$ cat src/rtl/forthsuper_pkg.sv
// Shared types and constants for the dictionary header writer.
package forthsuper_pkg;

  typedef enum logic [2:0] {IDL, RD, CW, LEN, LF0, LF1, FIN} creator_sts;

  localparam logic [16:0] DIC_END = 17'h0ffff;
  localparam logic [7:0]  CH_SPC  = 8'h20;

endpackage

$ cat src/rtl/word_creator_if.sv
// Single-port memory master bus: address, write data, write enable.
interface mb8_io #(
  parameter int unsigned ASZ = 17,
  parameter int unsigned DSZ = 8
);
  logic [ASZ-1:0] ai;
  logic [DSZ-1:0] vi;
  logic           we;

  modport master (output ai, output vi, output we);
  modport slave  (input  ai, input  vi, input  we);
endinterface

$ cat src/rtl/word_creator.sv
// Parses the next blank-delimited TIB token and appends a dictionary header
// [lfa lo][lfa hi][len][name] at HERE, then publishes the new context/HERE.
module word_creator
  import forthsuper_pkg::*;
#(
  parameter int unsigned DSZ  = 8,
  parameter int unsigned ASZ  = 17,
  parameter int unsigned NMAX = 31
) (
  input  logic           clk,
  input  logic           rst_n,
  mb8_io.master          mb_if,
  input  logic           en,
  input  logic [ASZ-1:0] aw,
  input  logic [ASZ-1:0] ctx,
  input  logic [ASZ-1:0] here,
  input  logic [DSZ-1:0] vw,
  output logic           bsy,
  output logic           ok,
  output logic           err,
  output logic [ASZ-1:0] tib,
  output logic [ASZ-1:0] ctx_o,
  output logic [ASZ-1:0] here_o
);

  localparam int unsigned LW = $clog2(NMAX + 1);

  creator_sts     st, st_n;
  logic [ASZ-1:0] a1;
  logic [LW-1:0]  len;
  logic           is_nul, is_spc, is_delim, len_zero, len_max, name_wr;
  logic [ASZ-1:0] name_addr;
  logic           unused_ctx_hi;

  assign is_nul    = (vw == '0);
  assign is_spc    = (vw == DSZ'(CH_SPC));
  assign is_delim  = is_nul | is_spc;
  assign len_zero  = (len == '0);
  assign len_max   = (len == LW'(NMAX));
  assign name_wr   = !is_delim && !len_max;
  assign name_addr = here + ASZ'(3) + ASZ'(len);

  // Headers live in the low 64K, so only ctx[15:0] goes into the link field.
  assign unused_ctx_hi = ^ctx[ASZ-1:16];

  always_comb begin
    st_n = st;
    if (!en) begin
      st_n = IDL;
    end else begin
      case (st)
        IDL: st_n = RD;
        RD:  st_n = CW;
        CW: begin
          if (is_spc && len_zero)        st_n = RD;
          else if (is_delim && !len_zero) st_n = LEN;
          else if (is_delim)              st_n = FIN;
          else if (len_max)               st_n = FIN;
          else                            st_n = RD;
        end
        LEN:     st_n = LF0;
        LF0:     st_n = LF1;
        LF1:     st_n = FIN;
        FIN:     st_n = FIN;
        default: st_n = IDL;
      endcase
    end
  end

  always_comb begin
    mb_if.ai = aw;
    mb_if.vi = '0;
    mb_if.we = 1'b0;
    case (st)
      RD: mb_if.ai = a1;
      CW: begin
        mb_if.ai = a1;
        if (name_wr) begin
          mb_if.ai = name_addr;
          mb_if.vi = vw;
          mb_if.we = 1'b1;
        end
      end
      LEN: begin
        mb_if.ai = here + ASZ'(2);
        mb_if.vi = DSZ'(len);
        mb_if.we = 1'b1;
      end
      LF0: begin
        mb_if.ai = here;
        mb_if.vi = DSZ'(ctx[7:0]);
        mb_if.we = 1'b1;
      end
      LF1: begin
        mb_if.ai = here + ASZ'(1);
        mb_if.vi = DSZ'(ctx[15:8]);
        mb_if.we = 1'b1;
      end
      default: ;
    endcase
  end

  always_ff @(posedge clk or negedge rst_n) begin
    if (!rst_n) st <= IDL;
    else        st <= st_n;
  end

  always_ff @(posedge clk or negedge rst_n) begin
    if (!rst_n) begin
      a1     <= '0;
      len    <= '0;
      bsy    <= 1'b0;
      ok     <= 1'b0;
      err    <= 1'b0;
      tib    <= '0;
      ctx_o  <= ASZ'(DIC_END);
      here_o <= '0;
    end else if (!en) begin
      bsy <= 1'b0;
    end else begin
      case (st)
        IDL: begin
          a1  <= aw;
          len <= '0;
          ok  <= 1'b0;
          err <= 1'b0;
          bsy <= 1'b1;
        end
        CW: begin
          if (is_delim && len_zero && !is_spc) begin
            err <= 1'b1;
          end else if (!is_delim && len_max) begin
            err <= 1'b1;
          end else begin
            a1 <= a1 + 1'b1;
            if (!is_delim) len <= len + 1'b1;
          end
        end
        LF1: ok <= 1'b1;
        FIN: begin
          bsy <= 1'b0;
          tib <= a1;
          if (ok) begin
            ctx_o  <= here;
            here_o <= name_addr;
          end
        end
        default: ;
      endcase
    end
  end

endmodule

$ cat src/flat_wrapper.sv
// flat-port wrapper written by rule: the top's interface ports become plain ports
module word_creator_flat import forthsuper_pkg::*;
#(
  parameter int unsigned DSZ  = 8,
  parameter int unsigned ASZ  = 17,
  parameter int unsigned NMAX = 31
)
  (clk, rst_n, en, aw, ctx, here, vw, bsy, ok, err, tib, ctx_o, here_o, mb_if_ai, mb_if_vi, mb_if_we);
  mb8_io #(.ASZ(ASZ), .DSZ(DSZ)) mb_if_i ();
  input  logic clk;
  input  logic rst_n;
  input  logic en;
  input  logic [ASZ-1:0] aw;
  input  logic [ASZ-1:0] ctx;
  input  logic [ASZ-1:0] here;
  input  logic [DSZ-1:0] vw;
  output logic bsy;
  output logic ok;
  output logic err;
  output logic [ASZ-1:0] tib;
  output logic [ASZ-1:0] ctx_o;
  output logic [ASZ-1:0] here_o;
  output wire logic [$bits(mb_if_i.ai)-1:0] mb_if_ai;
  output wire logic [$bits(mb_if_i.vi)-1:0] mb_if_vi;
  output wire logic [$bits(mb_if_i.we)-1:0] mb_if_we;
  assign mb_if_ai = mb_if_i.ai;
  assign mb_if_vi = mb_if_i.vi;
  assign mb_if_we = mb_if_i.we;
  word_creator #(.DSZ(DSZ), .ASZ(ASZ), .NMAX(NMAX)) u_core (.clk(clk), .rst_n(rst_n), .mb_if(mb_if_i), .en(en), .aw(aw), .ctx(ctx), .here(here), .vw(vw), .bsy(bsy), .ok(ok), .err(err), .tib(tib), .ctx_o(ctx_o), .here_o(here_o));
endmodule
$ cat config.mk
export PLATFORM = sky130hd
export DESIGN_NAME = word_creator_flat
export DESIGN_NICKNAME = d
export VERILOG_FILES = /design/src/rtl/forthsuper_pkg.sv /design/src/rtl/word_creator_if.sv /design/src/rtl/word_creator.sv /design/src/flat_wrapper.sv
export SDC_FILE = /design/constraint.sdc
export NUM_CORES = 1
export LEC_CHECK = 0
export BUFFER_PORTS_ARGS = -buffer_cell sky130_fd_sc_hd__buf_2
export CAP_MARGIN = 10
export CORE_UTILIZATION = 30
export CTS_BUF_LIST = sky130_fd_sc_hd__clkbuf_16
export CTS_CLUSTER_SIZE = 14
export DETAILED_ROUTE_END_ITERATION = 10
export GPL_TIMING_DRIVEN = 0
export HOLD_SLACK_MARGIN = 0.02
export SLEW_MARGIN = 10
export SYNTH_ARGS = -nofsm -noshare
export SYNTH_HDL_FRONTEND = slang
export SYNTH_SLANG_ARGS = --single-unit
$ cat constraint.sdc
create_clock -name clk -period 4.2 [get_ports clk]
set_input_delay 0.84 -clock clk [delete_from_list [all_inputs] [get_ports clk]]
set_output_delay 0.84 -clock clk [all_outputs]
set_load 0.01 [all_outputs]
### Yosys cells after proc, flatten, opt, wreduce, memory -nomap -nowiden

Index checks and enable logic that the tools add are counted.

| word-level totals | value |
|---|---|
| register bits | 79 |
| latch bits | 0 |
| RAM bits | 0 |
| bits in read-only memories | 0 |
| output and inout port bits | 80 |
| logic and storage cells | 77 |
| memories kept | 0 |

| operators by class | value |
|---|---|
| add/sub/neg operators | 6 |
| $mul | 0 |
| divide/modulo/power cells | 0 |
| magnitude comparators | 0 |
| eq/ne operators | 13 |
| shifts and indexed selects | 0 |
| mux-type cells | 25 |
| bitwise gates (word level) | 1 |
| reductions and logical operators | 23 |

Operators by type and width:

| operator | count |
|---|---|
| $pmux W17 S5 | 1 |
| $mux W17 | 3 |
| $add A17 B1 Y17 const B | 2 |
| $add A17 B2 Y17 const B | 2 |
| $pmux W17 S2 | 1 |
| $pmux W8 S4 | 1 |
| $pmux W3 S6 | 1 |
| $add A17 B5 Y17 | 1 |
| $mux W3 | 5 |
| $mux W5 | 3 |
| $pmux W5 S2 | 1 |
| $eq A3 B3 Y1 const B | 3 |
| $eq A8 B6 Y1 const B | 1 |
| $logic_not A8 Y1 | 1 |
| $mux W8 | 1 |
| $pmux W1 S2 | 4 |
| $eq A3 B2 Y1 const B | 2 |
| $logic_and A1 B1 Y1 | 6 |
| $ne A2 B2 Y1 const B | 3 |
| $ne A3 B1 Y1 const B | 2 |
| $reduce_and A3 Y1 | 2 |
| $add A5 B1 Y5 const B | 1 |
| $eq A5 B5 Y1 const B | 1 |
| $logic_not A5 Y1 | 1 |
| other kinds (11) | 19 |

### Depth between registers and ports, before layout

Gate-level depths: netlist (run 1).

| logic depth | value |
|---|---|
| depth in word-level cells | 7 |
| mapped depth | 13 |

### Least setup slack after synthesis (run 1)

Ideal clock, no wire load.

| path | value |
|---|---|
| path kind | input to output |
| from | in here[1] |
| to | out mb_if_ai[13] |
| arrival | 3102 ps |
| data required time | 3360 ps |
| slack | 258 ps |
| stages on the path | 13 |
| cell sequence | clkbuf_1 > inv_1 > ha_1 > inv_1 > ha_1 > inv_1 > fa_1 > nor2b_1 > o2111a_1 > o21ai_0 > xnor2_1 > a221oi_1 > nor2_1 |

| between the ends | value |
|---|---|
| cells in the longest elaborated chain, start to end | 4 |

RTL lines:

| item | line | RTL |
|---|---|---|
| start: declaration | flat_wrapper.sv:15 | `input logic [ASZ-1:0] here;` |
| $add A17 B2 Y17 | word_creator.sv:41 | `assign name_addr = here + ASZ'(3) + ASZ'(len);` |
| $add A17 B5 Y17 | word_creator.sv:41 |  |
| $mux W17 | word_creator.sv:78 | `if (name_wr) begin` |
| $pmux W17 S5 * | word_creator.sv:74 | `case (st)` |
| end: declaration | flat_wrapper.sv:23 | `output wire logic [$bits(mb_if_i.ai)-1:0] mb_if_ai;` |

Every way passes the cells marked *; elsewhere a longest branch is shown, timed or not.

### Worst setup path after layout (run 1)

| path | value |
|---|---|
| from | reg u_core.len[0] |
| to | out mb_if_ai[16] |

| between the ends | value |
|---|---|
| cells in the longest elaborated chain, start to end | 5 |

RTL lines:

| item | line | RTL |
|---|---|---|
| start: declaration | word_creator.sv:30 | `logic [LW-1:0] len;` |
| start signal: assignment | word_creator.sv:136 | `if (!is_delim) len <= len + 1'b1;` |
| parallel branches: the longest is 3 deep, another holds $add A17 B5 Y17 | -- |  |
| $mux W17 * | word_creator.sv:78 |  |
| $pmux W17 S5 * | word_creator.sv:74 |  |

Mark *: on every way between the ends.

==> results of run 1 <==
==> registers in the layout, summed over array words and instances (netlist names) <==
register and count:
u_core.here_o 17, u_core.a1 17, u_core.err 1, u_core.ctx_o 17
u_core.len 5, u_core.st 3, u_core.ok 1, u_core.tib 17
u_core.bsy 1
==> final cells by class <==
class | instances | area, um2 | area share, %
buffer | 42 | 188.9 | 2.800
clock buffer | 9 | 225.2 | 3.338
clock inverter | 7 | 55.05 | 0.8160
inverter | 18 | 70.07 | 1.039
multi-input combinational | 485 | 3196 | 47.37
sequential | 79 | 1997 | 29.60
tap | 225 | 281.5 | 4.173
timing repair buffer | 138 | 733.2 | 10.87
==> power by group through the flow <==
stage	sequential [mW]	combinational, mW	clock, mW
3_3_place_gp	0.911	0.697	0
6_report	0.901	0.723	0.752
4_1_cts	0.899	0.709	0.776
5_1_grt	0.911	0.792	0.806
2_1_floorplan	0.894	0.420	0
3_5_place_dp	0.912	0.702	0
==> how the worst max path moves through the flow <==
stage                                    from           end  depth (start not counted)
floorplan                             here[1]  mb_if_ai[13]                         13
global placement                      here[0]  mb_if_ai[16]                         13
detailed placement                    here[0]  mb_if_ai[13]                         15
CTS                                   here[1]  mb_if_ai[11]                         14
global route                          here[1]  mb_if_ai[11]                         14
finish              u_core.len[0]$_DFFE_PN0P_  mb_if_ai[16]                         10
==> metrics by stage <==
step                cell area [um2]  hold WS (ps)
floorplan                      5416         486.2
global placement               6374         467.0
detailed placement             6404         470.7
CTS                            6698         455.1
global route                   6746         467.3
finish                         6746         439.7
==> metal layers <==
| layer | up-vias | global-route usage [%] |
|---|---|---|
| met1 | 2580 | 26.85 |
| met2 | 235 | 33.02 |
| met5 | - | 0 |
| met3 | 34 | 4.773 |
| li1 | 2583 | - |
| met4 | 2 | 8.025 |
==> logic make-up (layout without fill, tap and decap cells) <==
logic type                 Yosys count  count (layout)  synth area share [%]
xor gates and xnor gates            22              22                 3.557
muxes                               46              46                 9.448
AOI/OAI and AO/OA                  181             181                 21.34
adders and majority gates           19              19                 4.528
and+or+nand+nor                    217             217                 19.43
buffers and inverters               62             214                 4.828
DFF                                 79              79                 36.87
==> synth_stat cells (all sizes together), types with 16 or more instances <==
| cell | n | area, um2 |
|---|---|---|
| o21ai | 48 | 240.2 |
| nand3 | 27 | 135.1 |
| dfrtp | 63 | 1577 |
| dfstp | 16 | 420.4 |
| xnor2 | 18 | 157.7 |
| mux2 | 41 | 461.7 |
| nor2 | 51 | 191.4 |
| a21oi | 53 | 272.8 |
| nand2 | 66 | 247.7 |
| buf | 18 | 92.59 |
| ha | 18 | 225.2 |
| clkbuf | 26 | 101.3 |
| inv | 18 | 67.56 |
==> timing repair <==
item                       4_1_cts  5_1_grt
gates cloned                     0        0
setup buffers                    1        1
gates resized for setup         10       11
hold endpoints to repair         0        0
pin swaps                        5        7
setup endpoints to repair       13       10
==> results_dict.tcl, run 1 <==
set metrics [dict create \
    cp_num_buf_inv 3 \
    drive_gt1_share_pct 31.23 \
    hold_path.class "primary input to async pin" \
    stdcell_count 1003 \
    grt_pass1_vias 5248 \
    final_antenna_net_count 0 \
    grt.overflow.total 0 \
    die_h_um 136.4 \
    slowest_delay_ps 440 \
    timing.final.ws_setup_ps 138.1 \
    final.setup.tns_ps 0 \
    grt_max_degree 49 \
    io_buffers 135 \
    rrSetupSlack_ps 1550 \
    drcViolationCount 0 \
    floorplan.initialDensity_pct 30.99 \
    total_power_mw 2.376 \
    intPower_mw 1.548 \
    crit_path_max_fanout 10 \
    synth_seq_cells 79 \
    track_usage_pct 20.66 \
    peakVddDrop_uv 184.0 \
    final_common_cell "buf_2" \
    clock_skew_ps 7.478 \
    worst_setup_path_end_kind "output port" \
    setup-violations-final 0 \
    finalMaxSlewViolations 0 \
    status "finished clean" \
    worstPathArrival_ps 3220 \
    clock-sinks 79 \
    place_inst 987 \
    syn_avg_cell_area_um2 8.652 \
    crit_chain "ha_1 -> and3_1 -> ha_1 -> a21oi_1 -> and2_2 -> buf_2 -> clkbuf_4 -> nand2_1 -> a31oi_1 -> buf_2" \
    final_util_pct 38.60 \
    cts_tree "built" \
    yosys.cell_types.count 69 \
    dr_wl_met2_um 8702 \
    pin_count 142 \
    dp_slack_ps -524.2 \
    critPathKind "flip-flop to output port" \
    die_area_um2 18600 \
    clkLatencyLatePin_ps 350 \
    critical-path-top-delay-family "buffers and inverters" \
    drt-pass1-iter-count 7 \
    fin_crit_ps 4062 \
    worst_pin_slew_ps 757.3 \
    antenna_found_initial 1 \
    slew_headroom_pct 49.42 \
    h-tree-depth 3 \
    m1WireLength_um 8283 \
    pwr-share-comb_pct 30.5 \
    p_clk_share_pct 31.6 \
    start_kind "flip-flop" \
    drv_cap 0 \
    reg2reg_depth 12 \
    synth_area_um2 5416 \
    grt_pass1_wl_um 28700 \
    fin_nets 854 \
    async_flop_share_pct 100.0 \
    timing.critical_path.slowest_stage_cell "dfrtp_1" \
    fillers 1819 \
    worstPathRequired_ps 3360 \
    wl_met3_um 1336 \
    vias 5434 \
    power_switching_share_pct 34.85 \
    rsz0062_at_grt "false" \
    drt-total-wl_um 18820 \
    initialDrtViolationCount 500 \
    power_frac_seq_pct 37.9 \
    clockRootBuffer "clkbuf_16" \
    routabilityCongestion 0.9243 \
    yosysWarnings 0 \
    final_cell_mix "buf_2, nand2_1, dfrtp_1" \
    n_antenna_cell 0 \
    coreArea_um2 17480 \
    die_w_um 136.4 \
    synth_cells 626 \
    synth_edf_count 0 \
    synth_top_flop_cell "dfrtp_1" \
    p_switching_mw 0.8280 \
    wl_per_cell_um 18.76 \
    std_cell_rows 48 \
    clock_path_buffers 2 \
    r2r_end "u_core.here_o[11]$_DFFE_PN0P_" \
    dp_hpwl_um 14800 \
    clk_pin_slew_ps 60 \
    r2r-start "u_core.len[1]$_DFFE_PN0P_" \
    leakage_nw 3.082 \
    ctsHoldBuffers 0 \
    post-route-period-util_pct 96.71 \
    max_freq_ghz 0.2462 \
    ys_seq_area_share_pct 36.87 \
    syn_to_final_growth_pct 24.56 \
    synth_nets 707 \
    cts_inserted_buffers 9 \
    vias_per_cell 5.418 \
    routed.top_layer "met5" \
    p_per_area_nw_per_um2 352.2 \
    hold_viol 0 \
]
No activity file was read; power rests on OpenSTA's default activity.
==> inputs of run 2 (changes only) <==
--- a/config.mk
+++ b/config.mk
@@ -7,12 +7,15 @@
 export LEC_CHECK = 0
 export BUFFER_PORTS_ARGS = -buffer_cell sky130_fd_sc_hd__buf_2
 export CAP_MARGIN = 10
+export CELL_PAD_IN_SITES_DETAIL_PLACEMENT = 1
+export CELL_PAD_IN_SITES_GLOBAL_PLACEMENT = 1
 export CORE_UTILIZATION = 30
 export CTS_BUF_LIST = sky130_fd_sc_hd__clkbuf_16
 export CTS_CLUSTER_SIZE = 14
 export DETAILED_ROUTE_END_ITERATION = 10
 export GPL_TIMING_DRIVEN = 0
 export HOLD_SLACK_MARGIN = 0.02
+export PLACE_DENSITY_LB_ADDON = 0.1
 export SLEW_MARGIN = 10
 export SYNTH_ARGS = -nofsm -noshare
 export SYNTH_HDL_FRONTEND = slang
==> run 2 against run 1 <==
  * Combinational power increased by 2.9%
  * Count of clock-buffer cells in the layout is the same
  * Highest routed layer is now met4
  * Critical path type is now primary input to output port
  * Sequential power rose by 0.6%
==> results_dict.tcl, run 2 (synthesis results as in run 1) <==
set metrics [dict create \
    grt_max_degree 49 \
    die_w_um 136.4 \
    holdWs_ps 425.3 \
    fillers 2105 \
    pwr-share-comb_pct 31.3 \
    final_common_cell "buf_2" \
    grt_pass1_wl_um 33200 \
    status "finished clean" \
    grt.overflow.total 0 \
    max_freq_ghz 0.2438 \
    routabilityCongestion 0.8838 \
    place_area_um2 6404 \
    die_h_um 136.4 \
    p_per_area_nw_per_um2 352.0 \
    initialDrtViolationCount 336 \
    setup-violations-final 0 \
    post-route-period-util_pct 97.67 \
    power_switching_share_pct 37.15 \
    drt-total-wl_um 21190 \
    finalMaxSlewViolations 0 \
    n_antenna_cell 0 \
    clockRootBuffer "clkbuf_16" \
    clock-sinks 79 \
    grt_pass1_vias 5712 \
    p_switching_mw 0.8840 \
    drcViolationCount 0 \
    floorplan.initialDensity_pct 30.99 \
    clkLatencyLatePin_ps 350 \
    hold_viol 0 \
    vias_per_cell 5.501 \
    reg2reg_depth 12 \
    crit_path_max_fanout 10 \
    fin_nets 858 \
    cts_inserted_buffers 9 \
    track_usage_pct 23.96 \
    clock_skew_ps 5.494 \
    leakage_nw 3.083 \
    cts_tree "built" \
    hold_path.class "primary input to async pin" \
    final_cell_mix "buf_2, nand2_1, dfrtp_1" \
    final_antenna_net_count 0 \
    std_cell_rows 48 \
    slew_headroom_pct 41.88 \
    worst_pin_slew_ps 868.6 \
    clock_path_buffers 2 \
    coreArea_um2 17480 \
    worst_setup_path_end_kind "output port" \
    clk_pin_slew_ps 60 \
    die_area_um2 18600 \
    p_clk_share_pct 30.7 \
    syn_to_final_growth_pct 24.81 \
    h-tree-depth 3 \
    power_frac_seq_pct 38.1 \
    ctsHoldBuffers 0 \
    fin_crit_ps 4102 \
    pin_count 142 \
    vias 5540 \
    drt-pass1-iter-count 5 \
    dp_hpwl_um 17000 \
    stdcell_area_um2 6760 \
    wl_per_cell_um 21.04 \
    peakVddDrop_uv 186.3 \
    intPower_mw 1.495 \
    critPathKind "primary input to output port" \
    rsz0062_at_grt "true" \
    worstPathRequired_ps 3360 \
    io_buffers 135 \
    antenna_found_initial 0 \
    drv_cap 0 \
    worstPathArrival_ps 3260 \
    start_kind "primary input" \
    drive_gt1_share_pct 32.10 \
]
[run 2: path summary, 6_finish.rpt]
path | from | end | slack [ps]
max in group asynchronous | rst_n | u_core.ctx_o[13]$_DFFE_PN1P_ | 3120
min | rst_n | u_core.err$_DFFE_PN0P_ | 430
min in group clk | u_core.tib[2]$_DFFE_PN0P_ | u_core.tib[2]$_DFFE_PN0P_ | 480
max reg2reg | u_core.len[1]$_DFFE_PN0P_ | u_core.here_o[13]$_DFFE_PN0P_ | 1450
min reg2reg | u_core.tib[2]$_DFFE_PN0P_ | u_core.tib[2]$_DFFE_PN0P_ | 480
max | here[1] | mb_if_ai[11] | 100
[run 2: timing repair]
action / 4_1_cts / 5_1_grt
gates resized for setup: 12 / 8
setup endpoints to repair: 13 / 10
pin swaps: 3 / 8
buffers inserted: 2 / 4
[run 2: cell type report]
cell class | count | area (um2) | area share [%]
timing repair buffer | 142 | 763.2 | 11.29
sequential | 79 | 1997 | 29.54
clock buffer | 9 | 225.2 | 3.331
clock inverter | 7 | 38.79 | 0.5738
buffer | 42 | 188.9 | 2.795
inverter | 18 | 71.32 | 1.055
tap | 225 | 281.5 | 4.164
multi-input combinational | 485 | 3194 | 47.25
[run 2: critical path: stages]
cell	delay [ps]
buf_6	120
inv_2	80
ha_1	290
inv_1	60
ha_2	190
inv_1	50
fa_2	370
nor2b_2	140
o2111a_2	260
o211ai_1	130
xnor2_1	270
a21oi_2	110
a21oi_2	190
buf_2	150
[run 2: per-layer routing]
layer	vias up	GRT usage, %	part of all wire (%)
li1	2585	-	-
met1	2751	33.18	46
met2	177	37.65	46
met3	27	3.356	5.0
met4	0	8.889	2.3
met5	-	0	0
[run 2: stage by stage]
stage / cells / TNS, ps / setup slack, ps / power (mW) / utilization, %
after floorplan: 626 / 0 / 258.1 / 1.313 / -
after global placement: 986 / -6666 / -731.9 / 1.623 / 36.47
after detailed placement: 987 / -6482 / -697.3 / 1.642 / 36.64
after CTS: 1003 / 0 / 6.577 / 2.387 / 38.35
after global routing: 1007 / -55.52 / -25.73 / 2.505 / 38.68
final: 1007 / 0 / 97.93 / 2.379 / 38.68
[run 2: power by group through the flow]
stage                     Sequential [mW]  Combinational [mW]  Clock, mW
after CTS                           0.905               0.734      0.748
after floorplan                     0.894               0.420          0
after detailed placement            0.918               0.723          0
after global routing                0.916               0.815      0.775
final                               0.906               0.744      0.730
after global placement              0.913               0.710          0
